<file path="config.mk">
export PLATFORM = sky130hd
export DESIGN_NAME = fetch_unit
export DESIGN_NICKNAME = d
export VERILOG_FILES = /design/src/rtl/fetch_unit.sv
export SDC_FILE = /design/constraint.sdc
export NUM_CORES = 1
export LEC_CHECK = 0
export ABC_CLOCK_PERIOD_IN_PS = 3500
export CAP_MARGIN = 10
export CORE_MARGIN = 2
export CORE_UTILIZATION = 40
export DETAILED_ROUTE_END_ITERATION = 16
export PLACE_DENSITY_LB_ADDON = 0.2
export SLEW_MARGIN = 5
export SYNTH_ARGS = -nofsm -noshare
export SYNTH_HDL_FRONTEND = slang
export SYNTH_SLANG_ARGS = --single-unit
</file>
<file path="constraint.sdc">
create_clock -name clock -period 3.5 [get_ports clock]
set_input_delay 0.525 -clock clock [delete_from_list [all_inputs] [get_ports clock]]
set_output_delay 0.525 -clock clock [all_outputs]
set_load 0.01 [all_outputs]
</file>
<file path="src/rtl/fetch_unit.sv">
// rtl/fetch_unit.sv - RV32I fetch stage: PC, imem request/response FIFO, redirect flush.
// Optional perf counters are enabled by defining FETCH_PERF_CNT_EN.
module fetch_unit #(
  parameter logic [31:0] RESET_PC     = 32'h0000_0000,
  parameter int          INFLIGHT_MAX = 2
) (
  input  logic        clock,
  input  logic        reset,
  input  logic        redirect_valid,
  input  logic [31:0] redirect_target,
  output logic        imem_req_valid,
  input  logic        imem_req_ready,
  output logic [31:0] imem_req_addr,
  input  logic        imem_rsp_valid,
  input  logic [31:0] imem_rsp_data,
  output logic        inst_valid,
  input  logic        inst_ready,
  output logic [31:0] inst_data,
  output logic [31:0] inst_pc,
  output logic        misalign_err
`ifdef FETCH_PERF_CNT_EN
  ,
  output logic [31:0] perf_fetched,
  output logic [31:0] perf_redirects
`endif
);

  localparam int AW = $clog2(INFLIGHT_MAX);
  localparam int CW = AW + 1;
  localparam int DW = 16;

  typedef enum logic {RUN = 1'b0, HALT = 1'b1} state_e;

  state_e                  state_q, state_d;
  logic [31:0]             pc_q, pc_d;
  logic [31:0]             ent_pc_q   [INFLIGHT_MAX];
  logic [31:0]             ent_pc_d   [INFLIGHT_MAX];
  logic [31:0]             ent_data_q [INFLIGHT_MAX];
  logic [31:0]             ent_data_d [INFLIGHT_MAX];
  logic [INFLIGHT_MAX-1:0] ent_filled_q, ent_filled_d;
  logic [AW-1:0]           head_q, head_d, tail_q, tail_d, fill_q, fill_d;
  logic [CW-1:0]           count_q, count_d, unfilled_q, unfilled_d;
  logic [DW-1:0]           discard_q, discard_d;
  logic                    err_q, err_d;

  logic fifo_full, redirect_run, req_fire, inst_fire, rsp_tracked, fill_now;

  assign fifo_full    = (count_q == CW'(INFLIGHT_MAX));
  assign redirect_run = redirect_valid && (state_q == RUN);
  assign rsp_tracked  = imem_rsp_valid && ((discard_q != '0) || (unfilled_q != '0));
  assign fill_now     = imem_rsp_valid && (discard_q == '0) && (unfilled_q != '0);

  assign imem_req_valid = !reset && (state_q == RUN) && !fifo_full && !redirect_valid;
  assign imem_req_addr  = reset ? RESET_PC : pc_q;
  assign inst_valid     = !reset && ent_filled_q[head_q] && !redirect_valid;
  assign inst_data      = reset ? 32'h0 : ent_data_q[head_q];
  assign inst_pc        = reset ? 32'h0 : ent_pc_q[head_q];
  assign misalign_err   = !reset && err_q;

  assign req_fire  = imem_req_valid && imem_req_ready;
  assign inst_fire = inst_valid && inst_ready;

  always_comb begin
    state_d      = state_q;
    pc_d         = pc_q;
    ent_pc_d     = ent_pc_q;
    ent_data_d   = ent_data_q;
    ent_filled_d = ent_filled_q;
    head_d       = head_q;
    tail_d       = tail_q;
    fill_d       = fill_q;
    count_d      = count_q;
    unfilled_d   = unfilled_q;
    discard_d    = discard_q;
    err_d        = err_q;

    if (redirect_run) begin
      // Everything still owed by imem becomes discard; a response landing now settles one of them.
      pc_d         = redirect_target;
      ent_filled_d = '0;
      head_d       = '0;
      tail_d       = '0;
      fill_d       = '0;
      count_d      = '0;
      unfilled_d   = '0;
      discard_d    = discard_q + DW'(unfilled_q) - DW'(rsp_tracked);
      if (redirect_target[1:0] != 2'b00) begin
        state_d = HALT;
        err_d   = 1'b1;
      end
    end else begin
      if (req_fire) begin
        ent_pc_d[tail_q]     = pc_q;
        ent_filled_d[tail_q] = 1'b0;
        tail_d               = tail_q + 1'b1;
        pc_d                 = pc_q + 32'd4;
      end
      if (imem_rsp_valid && (discard_q != '0)) begin
        discard_d = discard_q - 1'b1;
      end else if (fill_now) begin
        ent_data_d[fill_q]   = imem_rsp_data;
        ent_filled_d[fill_q] = 1'b1;
        fill_d               = fill_q + 1'b1;
      end
      if (inst_fire) begin
        ent_filled_d[head_q] = 1'b0;
        head_d               = head_q + 1'b1;
      end
      count_d    = count_q + CW'(req_fire) - CW'(inst_fire);
      unfilled_d = unfilled_q + CW'(req_fire) - CW'(fill_now);
    end
  end

  always_ff @(posedge clock) begin
    if (reset) begin
      state_q      <= RUN;
      pc_q         <= RESET_PC;
      ent_filled_q <= '0;
      head_q       <= '0;
      tail_q       <= '0;
      fill_q       <= '0;
      count_q      <= '0;
      unfilled_q   <= '0;
      discard_q    <= '0;
      err_q        <= 1'b0;
    end else begin
      state_q      <= state_d;
      pc_q         <= pc_d;
      ent_filled_q <= ent_filled_d;
      head_q       <= head_d;
      tail_q       <= tail_d;
      fill_q       <= fill_d;
      count_q      <= count_d;
      unfilled_q   <= unfilled_d;
      discard_q    <= discard_d;
      err_q        <= err_d;
    end
  end

  // Payload storage is qualified by ent_filled_q, so it needs no reset.
  always_ff @(posedge clock) begin
    ent_pc_q   <= ent_pc_d;
    ent_data_q <= ent_data_d;
  end

`ifdef FETCH_PERF_CNT_EN
  logic [31:0] perf_fetched_q, perf_fetched_d, perf_redirects_q, perf_redirects_d;

  always_comb begin
    perf_fetched_d   = perf_fetched_q + 32'(inst_fire);
    perf_redirects_d = perf_redirects_q + 32'(redirect_run);
  end

  always_ff @(posedge clock) begin
    if (reset) begin
      perf_fetched_q   <= '0;
      perf_redirects_q <= '0;
    end else begin
      perf_fetched_q   <= perf_fetched_d;
      perf_redirects_q <= perf_redirects_d;
    end
  end

  assign perf_fetched   = reset ? 32'h0 : perf_fetched_q;
  assign perf_redirects = reset ? 32'h0 : perf_redirects_q;
`endif

endmodule

</file>
==> results by group, run 1 <==
Pwr
  – VDD IR max: 354 uV
  – Static Leak: approximately 0.0041 uW
  – Sw Pwr: about 2300 uW
  – Power Density: 574 mW/mm^2
  – Sw Ratio: around a third
  – Int Pwr: between 4000 and 5000 uW
  – Seq pwr share: roughly 37%
  – Combinational power share: approximately a third
  – Power share of the clock group: 30.3%

STA
  – Final setup viols: 0
  – Worst-margin pin slew: between 1 and 1.5 ns
  – Fin crit share: between 90% and 100%
  – Slew HR: between 20% and 30%
  – Fmax: a little over 0.3 GHz
  – Fin. max-slew vios: 0
  – Minimum clock period: 3.24 ns
  – Fin. Hold Viols: 0
  – RSZ-0062 raised after global routing: false
  – Layout Skew: ~0.016 ns
  – Final setup TNS: 0 ns

Layout
  – Commonest cells after routing, fill and taps aside: clkdlybuf4s50_1, edfxtp_1, nor2_1, mux2i_1, dfxtp_1
  – Final core utilization: between 50% and 60%
  – Diodes inserted: 0
  – Filler cells: about 2,000
  – Final std cells w/o fill: roughly 1,300
  – Share of cells above drive strength 1: under 10%
  – Most common cell after layout, fill and taps aside: clkdlybuf4s50_1
  – Synth-to-Final Area Change: 31.1%
  – Final nets: 1,122

Worst setup path
  – R2R depth: 17
  – Critical path origin: discard_q[12]$_SDFFE_PP0P_
  – WP data required: between 3 and 4 ns
  – RR Endpoint: discard_q[14]$_SDFFE_PP0P_
  – Launch point of the worst reg-to-reg path: discard_q[12]$_SDFFE_PP0P_
  – Crit path DAT: roughly 3.6 ns
  – CP startpoint kind: flop
  – Worst Setup EP: discard_q[14]$_SDFFE_PP0P_
  – Kind of critical path: reg2reg
  – CP Max Fanout: 3
  – CP Capture Type: flop
  – Reg2Reg Setup Slack: 0.26 ns

Route
  – Drc violations: 0
  – Detail Route Antenna Nets: 0
  – WL per Instance: around 17 um
  – Total wire length: roughly 23,000 um
  – DRT iter0 DRCs: 352
  – Vias/cell: between 5 and 6
  – Vias: between 6,000 and 7,000
  – Drt pass-1 iters: 4

Synth
  – Register area share after synthesis: 54.7%
  – Synth Register Bits: between 150 and 200
  – Synth Instances: slightly above 800
  – Ys Warns: 0
  – Syn_nets: between 900 and 1,000
  – Ranking of synthesized cells by area: edfxtp_1, dfxtp_1, mux2i_1
  – Area share of the largest cell type after synthesis: about two fifths
  – Post-synth EDFFs: ~130
  – Main flop type after synthesis: edfxtp_1
  – Mean post-synth cell area: 11.0 um^2
  – Synth area leader: edfxtp_1
  – Mapped Area: ~0.0092 mm^2
  – Ys async rst share: 0%
  – Distinct cells, synth: 65

Hold path
  – Hold Path Class: reg2reg
  – Hold Crit Depth: 0

Floorplan
  – FP Rows: 55
  – Die area: about 0.024 mm^2
  – Initial Util: between 40% and 50%
  – I/O pin count: approximately 170
  – Die Wd: roughly 160 um
  – Core ar.: roughly 0.023 mm^2
  – Die height: about 160 um

Clock network
  – Num Clock Sinks: approximately 190
  – Clk slew on worst S/H paths: roughly 0.08 ns
  – Hold_buf cts: 0
  – TritonCTS clock tree: done
  – Clock Tree Buf Depth: 2
  – H-tree levels: 4
  – Worst skew pair latency: roughly 0.44 ns
  – TritonCTS buffer count: 17
  – Root Driver: clkbuf_16

Placed design
  – Placed Instances: 1,274
  – Gpl congestion: roughly 0.84
  – Port bufs: 168
  – Placed wire-length estimate: about 16,000 um

Global routing
  – GRT Residual Overflow: 0
  – Vias in the first global route: 6,540
  – Global-route wire length before repair: 36,000 um
  – Total track usage: about a fifth
  – Antenna violations before repair: 1
  – Largest net degree at the start of global routing: around 50

Run
  – MaxCap Viol Count: 0

Outcome
  – Status: finished, final reports clean
## kinds of logic (layout without fill, tap and decap cells)
kind of cell	count (synthesis)	in the layout	share of synthesized area, %
simple gates	293	293	15.3
flops	186	186	54.7
compound gates	118	118	9.06
buf+inv	81	272	3.51
mux	68	68	7.45
fa+ha+maj	43	43	5.96
xor+xnor	42	42	4.02
## power by group through the flow
| stage | registers, uW | logic (uW) | clock network, uW |
|---|---|---|---|
| 2_1_floorplan | 2570 | 1540 | 0 |
| 3_3_place_gp | 2580 | 2190 | 0 |
| 3_5_place_dp | 2590 | 2190 | 0 |
| 4_1_cts | 2540 | 2210 | 2130 |
| 5_1_grt | 2560 | 2520 | 2220 |
| 6_report | 2540 | 2260 | 2090 |
## synthesized netlist by cell type, drive strengths merged (8+ instances only)
cell type / n
a211oi: 23
a21oi: 28
buf: 10
clkbuf: 30
dfxtp: 58
edfxtp: 128
ha: 42
inv: 41
mux2i: 67
nand2: 53
nand2b: 9
nand3: 20
nor2: 119
nor2b: 36
nor3: 16
o21ai: 15
o22ai: 8
xnor2: 36
## state kept, by name (all words and copies together) (netlist names)
signal	count
fill_q	1
pc_q	32
count_q	2
ent_data_q	64
head_q	1
discard_q	16
ent_pc_q	64
unfilled_q	2
err_q	1
tail_q	1
ent_filled_q	2
## per-stage QoR
stage,instance area [um^2],worst slack (ns),total power (uW),hold slack (ns)
after floorplan,9150,0.310,4100,0.420
after global placement,11300,0.162,4770,0.450
after detailed placement,11300,0.0604,4780,0.460
after CTS,12000,0.0382,6880,0.479
after global routing,12000,0.00334,7300,0.495
final,12000,0.257,6890,0.478
## cell type report
| cell class | count | area (um^2) | area share (%) |
|---|---|---|---|
| Clock buffer | 17 | 425 | 3.54 |
| Clock inverter | 15 | 228 | 1.90 |
| Inverter | 41 | 154 | 1.28 |
| Multi-Input combinational cell | 564 | 3880 | 32.3 |
| Sequential cell | 186 | 5010 | 41.7 |
| Tap cell | 285 | 357 | 2.97 |
| Timing Repair Buffer | 199 | 1950 | 16.2 |
## routing by layer
layer | wire (um) | vias up | global-route usage, %
li1 | - | 3329 | -
met1 | 11000 | 3158 | 26.9
met2 | 10100 | 152 | 29.8
met3 | 1030 | 22 | 3.79
met4 | 309 | 2 | 5.72
met5 | 16 | - | 0
## worst max-delay path, stage by stage, from the launching register on
cell and delay [ns]:
dfxtp_1 0.34, inv_1 0.09, ha_2 0.20, nand2_1 0.08
nor4_2 0.31, a21boi_1 0.11, ha_1 0.28, inv_1 0.06
ha_2 0.18, inv_1 0.05, fa_2 0.36, nor2b_4 0.13
o311ai_2 0.10, a211oi_1 0.26, buf_4 0.16, o21ai_1 0.08
xnor2_1 0.13, a211oi_1 0.22
## worst min-delay path by stage
stage	slack, ns	startpoint	to
detailed placement	0.46	pc_q[0]$_SDFFE_PP0P_	ent_pc_q[0]$_DFFE_PP_
CTS	0.48	pc_q[0]$_SDFFE_PP0P_	ent_pc_q[32]$_DFFE_PP_
global placement	0.45	pc_q[0]$_SDFFE_PP0P_	ent_pc_q[0]$_DFFE_PP_
finish	0.48	pc_q[0]$_SDFFE_PP0P_	ent_pc_q[32]$_DFFE_PP_
floorplan	0.42	pc_q[16]$_SDFFE_PP0P_	ent_pc_q[16]$_DFFE_PP_
global route	0.50	pc_q[0]$_SDFFE_PP0P_	pc_q[0]$_SDFFE_PP0P_
## timing repair
| action | CTS | global route |
|---|---|---|
| setup endpoints to repair | 0 | 6 |
| setup buffers | 0 | 1 |
| gates resized for setup | 0 | 13 |
(Power assumes the default switching activity.)
==> run 2: changes to the inputs <==
CTS_BUF_LIST = sky130_fd_sc_hd__clkbuf_16   (was default)
==> results of run 2 <==
Same layout as run 1: the final DEF is identical, and so are final timing and power.
==> run 3: changes to the inputs <==
RECOVER_POWER = 50   (was default)
==> run 3 against run 2 <==
Register-to-register slack barely moved. Sequential power hardly changed. Via count up 0.12%. Clock-buffer cell count unchanged. Die area is the same. Wire length decreased by 0.33%. Critical path type is now in2reg.
==> results by group, run 3 (synthesis gave the netlist of run 1 again) <==
Outcome
  – Status: finished, final reports clean

Layout
  – Diodes inserted: 0 (unchanged)
  – Final nets: 1,122 (unchanged)
  – Final std cells w/o fill: 1,307 (unchanged)
  – Share of cells above drive strength 1: 8.61% (-0.59 points)
  – Register area: 0.00501 mm^2 (unchanged)
  – Final instance area: 0.0120 mm^2 (-0.16%)
  – Commonest cells after routing, fill and taps aside: edfxtp_1, clkdlybuf4s50_1, nor2_1, mux2i_1, dfxtp_1
  – Largest registers: ent_data_q (64), ent_pc_q (64), pc_q (32)
  – Filler cells: 1,983 (+0.25%)
  – Most common cell after layout, fill and taps aside: edfxtp_1
  – Synth-to-Final Area Change: 30.9%
  – Multi-input logic area: 0.00387 mm^2 (-0.32%)

Placed design
  – Port bufs: 168 (unchanged)
  – Placement Cell Area: 0.0113 mm^2 (unchanged)
  – Placed wire-length estimate: 15,800 um (unchanged)
  – Placed Instances: 1,274 (unchanged)
  – Gpl congestion: 0.836 (unchanged)
  – Setup WS pre-CTS: 0.0604 ns (unchanged)

STA
  – Fin. max-slew vios: 0 (unchanged)
  – Layout Skew: 0.0153 ns (-0.000669 ns)
  – Fmax: 0.305 GHz (-1.2%)
  – Fin crit share: 93.8% (+1.1 points)
  – Final worst slack: 0.218 ns (-0.0398 ns)
  – Final setup TNS: 0 ns (unchanged)
  – Slew HR: 16.6% (-6.4 points)
  – Final setup viols: 0 (unchanged)
  – Fin. Hold Viols: 0 (unchanged)
  – Worst-margin pin slew: 1.25 ns (+0.0961 ns)
  – Minimum clock period: 3.28 ns (+0.0398 ns)
  – RSZ-0062 raised after global routing: false

Pwr
  – Power share of the clock group: 30.4% (about the same)
  – Int Pwr: 4590 uW (-0.23%)
  – Combinational power share: 32.7% (about the same)
  – Power Density: 574 mW/mm^2 (about the same)
  – Seq pwr share: 36.9% (about the same)
  – Sw Ratio: 33.3% (+0.046 points)
  – Static Leak: 0.00419 uW (+1.1%)
  – VDD IR max: 353 uV (-0.16%)
  – Sw Pwr: 2290 uW (about the same)

Clock network
  – Num Clock Sinks: 186 (unchanged)
  – H-tree levels: 4 (unchanged)
  – Clock Tree Buf Depth: 2 (unchanged)
  – TritonCTS clock tree: done
  – Worst skew pair latency: 0.44 ns (about the same)
  – Clk slew on worst S/H paths: 0.08 ns (about the same)
  – Hold_buf cts: 0 (unchanged)
  – Root Driver: clkbuf_16
  – TritonCTS buffer count: 17 (unchanged)

Route
  – DRT iter0 DRCs: 361 (+2.6%)
  – WL per Instance: 17.2 um (-0.33%)
  – Total wire length: 22,500 um (-0.33%)
  – Vias/cell: 5.10 (+0.12%)
  – Detail Route Antenna Nets: 0 (unchanged)
  – Drt pass-1 iters: 5 (+1)
  – Drc violations: 0 (unchanged)
  – Vias: 6,671 (+0.12%)

Floorplan
  – Initial Util: 40.5% (unchanged)
  – Core ar.: 0.0226 mm^2 (unchanged)
  – Die height: 155 um (unchanged)
  – Die area: 0.0241 mm^2 (unchanged)
  – I/O pin count: 169 (unchanged)
  – Die Wd: 155 um (unchanged)
  – FP Rows: 55 (unchanged)

Worst setup path
  – Crit path DAT: 3.42 ns (-0.17 ns)
  – CP startpoint kind: primary input
  – R2R depth: 17 (unchanged)
  – CP Max Fanout: 20 (+17)
  – RR Endpoint: discard_q[14]$_SDFFE_PP0P_
  – CP Capture Type: flop
  – Kind of critical path: in2reg
  – WP data required: 3.64 ns (-0.21 ns)
  – Reg2Reg Setup Slack: 0.25 ns (about the same)
  – Launch point of the worst reg-to-reg path: discard_q[12]$_SDFFE_PP0P_

Run
  – MaxCap Viol Count: 0 (unchanged)

Hold path
  – Hold Path End: ent_pc_q[32]$_DFFE_PP_
  – Hold Path Class: reg2reg
  – HP Start: pc_q[0]$_SDFFE_PP0P_
  – Hold Crit Depth: 0 (unchanged)

Global routing
  – Total track usage: 19.1% (unchanged)
  – Global-route wire length before repair: 36,000 um (unchanged)
  – Largest net degree at the start of global routing: 51 (unchanged)
  – Vias in the first global route: 6,540 (unchanged)
  – GRT Residual Overflow: 0 (unchanged)
  – Antenna violations before repair: 1 (unchanged)
-- run 3: cell types whose count changed in the layout (fill, tap and decap cells not counted), sizes merged --
cell,previous run,this run
clkdlybuf4s50,167,120
clkbuf,17,19
buf,32,30
dlygate4sd3,0,47
-- run 3: worst max-delay path by stage --
stage	end	cells after the start	startpoint
5_1_grt	discard_q[14]$_SDFFE_PP0P_	17	discard_q[12]$_SDFFE_PP0P_
6_report	ent_pc_q[48]$_DFFE_PP_	7	redirect_valid
3_3_place_gp	discard_q[14]$_SDFFE_PP0P_	14	imem_rsp_valid
4_1_cts	discard_q[14]$_SDFFE_PP0P_	17	discard_q[11]$_SDFFE_PP0P_
3_5_place_dp	discard_q[14]$_SDFFE_PP0P_	14	imem_rsp_valid
2_1_floorplan	discard_q[14]$_SDFFE_PP0P_	16	discard_q[10]$_SDFFE_PP0P_
-- run 3: critical path, stage by stage --
cell	delay, ns
dlygate4sd3_1	0.64
nor2_2	0.13
and3_1	0.17
and2_0	0.33
inv_1	0.31
nor2_1	1.01
buf_12	0.28
-- run 3: layer usage --
layer  routed length [um]  GRT usage, %  vias up
li1                     -             -     3326
met1                11000          26.9     3166
met2                10100          29.8      154
met3                 1050          3.79       23
met4                  321          5.72        2
met5                   16             0        -
-- run 3: final cells by class --
type / count / area share [%]
clock buffers: 17 / 3.55
clock inverters: 15 / 1.90
inverters: 41 / 1.28
multi-input cells: 564 / 32.3
flip-flops and latches: 186 / 41.8
well taps: 285 / 2.98
repair buffers: 199 / 16.2
-- run 3: power groups by stage --
stage / combinational (uW) / sequential [uW] / clock [uW]
3_5_place_dp: 2190 / 2590 / 0
6_report: 2250 / 2540 / 2090
4_1_cts: 2210 / 2540 / 2130
2_1_floorplan: 1540 / 2570 / 0
5_1_grt: 2510 / 2560 / 2220
3_3_place_gp: 2190 / 2580 / 0
-- run 3: metrics by stage --
stage / total power, uW / util, % / hold WS [ns]
2_1_floorplan: 4100 / - / 0.420
3_3_place_gp: 4770 / 50.1 / 0.450
3_5_place_dp: 4780 / 50.1 / 0.460
4_1_cts: 6880 / 53.0 / 0.479
5_1_grt: 7290 / 53.1 / 0.495
6_report: 6880 / 53.1 / 0.478
-- run 3: repair_timing --
item                       4_1_cts  5_1_grt
setup endpoints to repair        0        6
setup buffers                    0        1
resized for setup                0       13
